**src/rtl/credit_arbiter.sv**
```systemverilog
// Round-robin arbiter sharing one registered up/down credit counter among NUM_REQ requesters.
// Define CREDIT_ARB_BYPASS_EN to let a satisfiable requester bypass a blocked head.
module credit_arbiter #(
  parameter int NUM_REQ = 4,
  parameter int WIDTH   = 4,
  parameter int AMT_W   = 2
) (
  input  logic                     clk,
  input  logic                     rst,
  input  logic                     cfg_reinit,
  input  logic [WIDTH-1:0]         cfg_init_value,
  input  logic                     cfg_pause,
  input  logic [NUM_REQ-1:0]       req_valid,
  input  logic [NUM_REQ*AMT_W-1:0] req_amt,
  output logic [NUM_REQ-1:0]       gnt,
  input  logic                     rel_valid,
  input  logic [AMT_W-1:0]         rel_amt,
  output logic                     rel_drop,
  output logic                     ovf_err,
  output logic                     cnt_reinit,
  output logic [WIDTH-1:0]         cnt_initial_value,
  output logic                     cnt_incr_valid,
  output logic [AMT_W-1:0]         cnt_incr,
  output logic                     cnt_decr_valid,
  output logic [AMT_W-1:0]         cnt_decr,
  input  logic [WIDTH-1:0]         cnt_value
);

  localparam int PTR_W = $clog2(NUM_REQ);
  localparam logic [WIDTH:0] POOL_MAX = {1'b0, {WIDTH{1'b1}}};

  typedef enum logic [1:0] {
    LOAD  = 2'd0,
    RUN   = 2'd1,
    PAUSE = 2'd2
  } state_t;

  state_t           state_r;
  state_t           state_nxt_s;
  logic [PTR_W-1:0] rr_ptr_r;
  logic [PTR_W-1:0] rr_ptr_nxt_s;
  logic             ovf_err_r;
  logic [AMT_W-1:0] amt_s [NUM_REQ];
  logic [PTR_W-1:0] cand_s;
  logic             head_found_s;
  logic [PTR_W-1:0] head_idx_s;
`ifdef CREDIT_ARB_BYPASS_EN
  logic             pick_found_s;
  logic [PTR_W-1:0] pick_idx_s;
`endif
  logic             grant_s;
  logic [PTR_W-1:0] grant_idx_s;
  logic [AMT_W-1:0] grant_amt_s;
  logic [WIDTH:0]   rel_sum_s;
  logic             rel_ovf_s;

  function automatic logic fits(input logic [AMT_W-1:0] amt, input logic [WIDTH-1:0] pool);
    return ((WIDTH+1)'(amt) <= {1'b0, pool});
  endfunction

  for (genvar g = 0; g < NUM_REQ; g++) begin : g_amt
    assign amt_s[g] = req_amt[g*AMT_W +: AMT_W];
  end

  // Round-robin search starting after rr_ptr: head is the first valid requester.
  always_comb begin
    head_found_s = 1'b0;
    head_idx_s   = '0;
    cand_s       = '0;
`ifdef CREDIT_ARB_BYPASS_EN
    pick_found_s = 1'b0;
    pick_idx_s   = '0;
`endif
    for (int k = 1; k <= NUM_REQ; k++) begin
      cand_s       = PTR_W'((int'(rr_ptr_r) + k) % NUM_REQ);
      head_idx_s   = (!head_found_s && req_valid[cand_s]) ? cand_s : head_idx_s;
      head_found_s = head_found_s | req_valid[cand_s];
`ifdef CREDIT_ARB_BYPASS_EN
      pick_idx_s   = (!pick_found_s && req_valid[cand_s] && fits(amt_s[cand_s], cnt_value))
                     ? cand_s : pick_idx_s;
      pick_found_s = pick_found_s | (req_valid[cand_s] && fits(amt_s[cand_s], cnt_value));
`endif
    end
  end

  // Grant decision, pointer update and release overflow check.
  always_comb begin
    grant_s      = 1'b0;
    grant_idx_s  = head_idx_s;
    rr_ptr_nxt_s = rr_ptr_r;
    if (state_r == RUN && head_found_s) begin
`ifdef CREDIT_ARB_BYPASS_EN
      grant_s      = pick_found_s;
      grant_idx_s  = pick_idx_s;
      // A bypass grant leaves the pointer so the blocked head stays first in line.
      rr_ptr_nxt_s = (pick_found_s && (pick_idx_s == head_idx_s)) ? head_idx_s : rr_ptr_r;
`else
      grant_s      = fits(amt_s[head_idx_s], cnt_value);
      rr_ptr_nxt_s = grant_s ? head_idx_s : rr_ptr_r;
`endif
    end else begin
      grant_s = 1'b0;
    end
    grant_amt_s = grant_s ? amt_s[grant_idx_s] : '0;
    rel_sum_s   = {1'b0, cnt_value} + (WIDTH+1)'(rel_amt) - (WIDTH+1)'(grant_amt_s);
    rel_ovf_s   = rel_valid && (state_r != LOAD) && (rel_sum_s > POOL_MAX);
  end

  // Next-state logic; reinit outranks pause.
  always_comb begin
    state_nxt_s = state_r;
    case (state_r)
      LOAD:    state_nxt_s = cfg_pause ? PAUSE : RUN;
      RUN:     state_nxt_s = cfg_reinit ? LOAD : (cfg_pause ? PAUSE : RUN);
      PAUSE:   state_nxt_s = cfg_reinit ? LOAD : (cfg_pause ? PAUSE : RUN);
      default: state_nxt_s = LOAD;
    endcase
  end

  // Counter-side and requester-side outputs decoded from the current state.
  always_comb begin
    gnt               = '0;
    rel_drop          = 1'b0;
    cnt_reinit        = 1'b0;
    cnt_initial_value = '0;
    cnt_incr_valid    = 1'b0;
    cnt_incr          = '0;
    cnt_decr_valid    = 1'b0;
    cnt_decr          = '0;
    case (state_r)
      LOAD: begin
        cnt_reinit        = 1'b1;
        cnt_initial_value = cfg_init_value;
        rel_drop          = rel_valid;
      end
      RUN, PAUSE: begin
        gnt            = grant_s ? (NUM_REQ'(1) << grant_idx_s) : '0;
        cnt_decr       = grant_amt_s;
        cnt_decr_valid = grant_s && (grant_amt_s != '0);
        rel_drop       = rel_ovf_s;
        cnt_incr_valid = rel_valid && !rel_ovf_s && (rel_amt != '0);
        cnt_incr       = cnt_incr_valid ? rel_amt : '0;
      end
      default: begin
        gnt = '0;
      end
    endcase
  end

  // State, round-robin pointer and sticky overflow flag.
  always_ff @(posedge clk or negedge rst) begin
    if (!rst) begin
      state_r   <= LOAD;
      rr_ptr_r  <= PTR_W'(NUM_REQ - 1);
      ovf_err_r <= 1'b0;
    end else begin
      state_r  <= state_nxt_s;
      rr_ptr_r <= rr_ptr_nxt_s;
      if (state_r != LOAD && state_nxt_s == LOAD) begin
        ovf_err_r <= 1'b0;
      end else if (rel_ovf_s) begin
        ovf_err_r <= 1'b1;
      end else begin
        ovf_err_r <= ovf_err_r;
      end
    end
  end

  assign ovf_err = ovf_err_r;

endmodule

```
**config.mk**
```make
export PLATFORM = sky130hd
export DESIGN_NAME = credit_arbiter
export DESIGN_NICKNAME = d
export VERILOG_FILES = /design/src/rtl/credit_arbiter.sv
export SDC_FILE = /design/constraint.sdc
export NUM_CORES = 1
export LEC_CHECK = 0
export ABC_AREA = 1
export CAP_MARGIN = 10
export CORE_UTILIZATION = 35
export DETAILED_ROUTE_END_ITERATION = 10
export HOLD_SLACK_MARGIN = 0.08
export PLACE_DENSITY = 0.77
export SLEW_MARGIN = 40
export SYNTH_ARGS = -nofsm -noshare
export SYNTH_HDL_FRONTEND = slang
export SYNTH_SLANG_ARGS = --single-unit
```
**constraint.sdc**
```tcl
create_clock -name clk -period 7.8 [get_ports clk]
set_input_delay 1.56 -clock clk [delete_from_list [all_inputs] [get_ports clk]]
set_output_delay 1.56 -clock clk [all_outputs]
set_load 0.005 [all_outputs]
```
==> run metrics <==
status complete, no violations; crit-path max cell delay approximately 480 ps; Die W around 59 um; Root Buffer clkbuf_4; DIE HEIGHT between 50 and 60 um; Starting Density a little under two fifths; XOR/XNOR Fraction of Synth Area 0%; vias per cell about 4.5; element type at the critical path end output pin; Net Switching roughly 370 uW; Min-Delay Path Class reg -> reg; WP data required 6240 ps; Slew Limit Fails 0; clock power share roughly 4.2%; post-synthesis compound-gate area fraction between 7 and 8%; DRT iter0 DRCs 44; count of different cell masters after synthesis 29; area share of fa/ha/maj cells after synthesis a little over an eighth; cell taking the most area after synthesis nand2_1; area growth from synthesis to layout 50.3%; cell-internal power approximately 320 uW; part of the power in registers under 10%; ant diodes 0; CP max-delay cell clkdlybuf4s50_1; clk slew on worst S/H paths roughly 40 ps; Comb pwr share slightly below 90%; CP max FO 6; Num CTS Buffers 3; # rows 20; vias post-DR roughly 1300; Max-slew headroom 81.6%; DR pass1 iterations 4; PnR worst setup slack approximately 610 ps; total die area roughly 3500 sq um; Sum Neg Setup Slack 0 ps; first-pass GRT wire length between 4000 and 5000 um; hold path start ovf_err; Port Buffers 43; Antenna Violating Nets Remaining 0; Cell Count, Final, Fillers Out ~280; worst slack, placed between 15 and 20 ps; Yosys warnings 0; sw frac a little over half; #FFs+latches synth 5; io pins 44; Static Leak 0.000985 uW; reg2reg setup slack approximately 3500 ps; final hold vios 0; placed instance count about 270; unrepaired setup endpoints after global routing false; Yosys top cell area share 16.2%; Post-Syn Area between 1000 and 1500 sq um; placed instance area about 1600 sq um; ranking of synthesized cells by area nand2_1 16%, inv_1 11%, ha_1 9.9%; total grt overflow 0; CTS tree built; sequential element share of the synthesized area ~11%; Slew @ Worst Pin roughly 270 ps; layout cells sized above 1 approximately 23%; DRC Markers 0; Max Root-Sink Buffers 2; HPWL after detailed placement 2110 um; Mapped Avg Cell Area 6.24 sq um; vias in the first global route approximately 1100; clk_skew just under 4 ps; mux cell area share after synthesis 0%; core region area 3080 sq um; largest net degree at the start of global routing 13; syn nets 220; Post-Layout Inst Area 1710 sq um; max-cap viol count 0; Gate Count Post-Synth 182; Final Setup Violations 0; FF-to-FF Start rr_ptr_r[0]; fin util 55.5%; gr usage total 15.6%; Final #Nets 271; CTS hold repair buffers 0; Clock Latency Late Sink 240 ps; Startpoint Class input pin; H-tree Lvls 1; Simple-Gate Fraction of Synth Area around 53%; fmax roughly 140 MHz; crit path time final ~7000 ps; drt total wl ~2500 um; crit path from req_valid[1]; WS Path Type in -> out; gpl congestion 0.859; period utilization between 90 and 100%; arrival time worst endpoint roughly 5600 ps; WL per Instance roughly 9.2 um; initial antenna violation count 0; worst vdd ir 194 uV; largest family of logic cells by synthesized area simple AND/OR/NAND/NOR gates; PD cells roughly 400 nW/um^2; CTS sink count 5
## cell families (layout without fill, tap and decap cells)
| kind of cell | Yosys count | in the layout |
|---|---|---|
| and+or+nand+nor | 111 | 111 |
| buffers and inverters | 43 | 93 |
| AOI/OAI and AO/OA | 12 | 12 |
| adders and majority gates | 11 | 11 |
| DFF | 5 | 5 |
## area by class of cell
type | instances | area [sq um]
Fill cell | 305 | 1370
Multi-Input combinational cell | 134 | 857
Timing Repair Buffer | 48 | 485
Inverter | 41 | 156
Sequential cell | 5 | 128
Tap cell | 44 | 55.1
Clock buffer | 4 | 26.3
## stage by stage
stage / power [uW] / hold WS, ps
floorplan: 473 / 508
global placement: 599 / 514
detailed placement: 606 / 506
CTS: 638 / 520
global route: 772 / 549
finish: 690 / 514
## registers in the layout, summed over array words and instances (netlist names)
name,cells
ovf_err,1
state_r,2
rr_ptr_r,2
## cell usage in the layout, fill, tap and decap left out, types with 5 or more instances in the layout
master	instances
nand2_1	47
clkdlybuf4s50_1	36
inv_1	34
nand2_2	17
nand3_1	17
nor2_1	11
ha_1	8
dlymetal6s2s_1	7
inv_2	6
buf_4	5
## per-layer routing
| layer | up-vias | wire (um) | GRT usage, % |
|---|---|---|---|
| li1 | 664 | - | - |
| met1 | 552 | 1200 | 21.2 |
| met2 | 36 | 1230 | 26.1 |
| met3 | 0 | 119 | 2.40 |
| met4 | 0 | 0 | 3.06 |
| met5 | - | 0 | 0 |
## cell usage after synthesis
library cell / n
a21boi_0: 1
buf_6: 1
dfstp_2: 2
inv_1: 34
nand2_1: 49
or2_2: 1
nor2_2: 4
dfrtp_1: 3
nand3_2: 4
nand4_1: 3
a21oi_1: 3
nand2_4: 2
ha_1: 9
nand3_4: 3
o32a_1: 1
o21ba_2: 1
a22oi_1: 1
o21ai_1: 1
inv_2: 6
nand2_2: 15
fa_1: 2
buf_4: 1
o21ai_0: 3
nor2_1: 11
nand3_1: 17
nor3b_1: 1
a21oi_4: 1
nor2_8: 1
clkinv_1: 1
## path summary, 6_finish.rpt
check | endpoint | cells past startpoint
worst max register to register | ovf_err | 30
max in group asynchronous | rr_ptr_r[0] | 1
worst max-delay path | cnt_incr_valid | 33
min in group asynchronous | state_r[1] | 1
worst min-delay path | ovf_err | 1
worst min register to register | ovf_err | 1
## worst max-delay path: cells and delay by family
kind            cells  cell delay [ps]
buf+inv             6              910
simple gates       19             1420
fa+ha+maj           3             1100
compound gates      5              620
## repair_timing
action / in CTS / in global routing
resized for setup: 0 / 16
buffers inserted: 0 / 3
setup endpoints to repair: 0 / 4
## power groups by stage
stage	registers (uW)	clock network (uW)	logic, uW
5_1_grt	63.3	32.4	676
6_report	60.4	29.1	601
2_1_floorplan	47.4	0	426
3_3_place_gp	60.0	0	539
3_5_place_dp	61.0	0	545
4_1_cts	60.7	30.7	547
(Power assumes the default switching activity.)
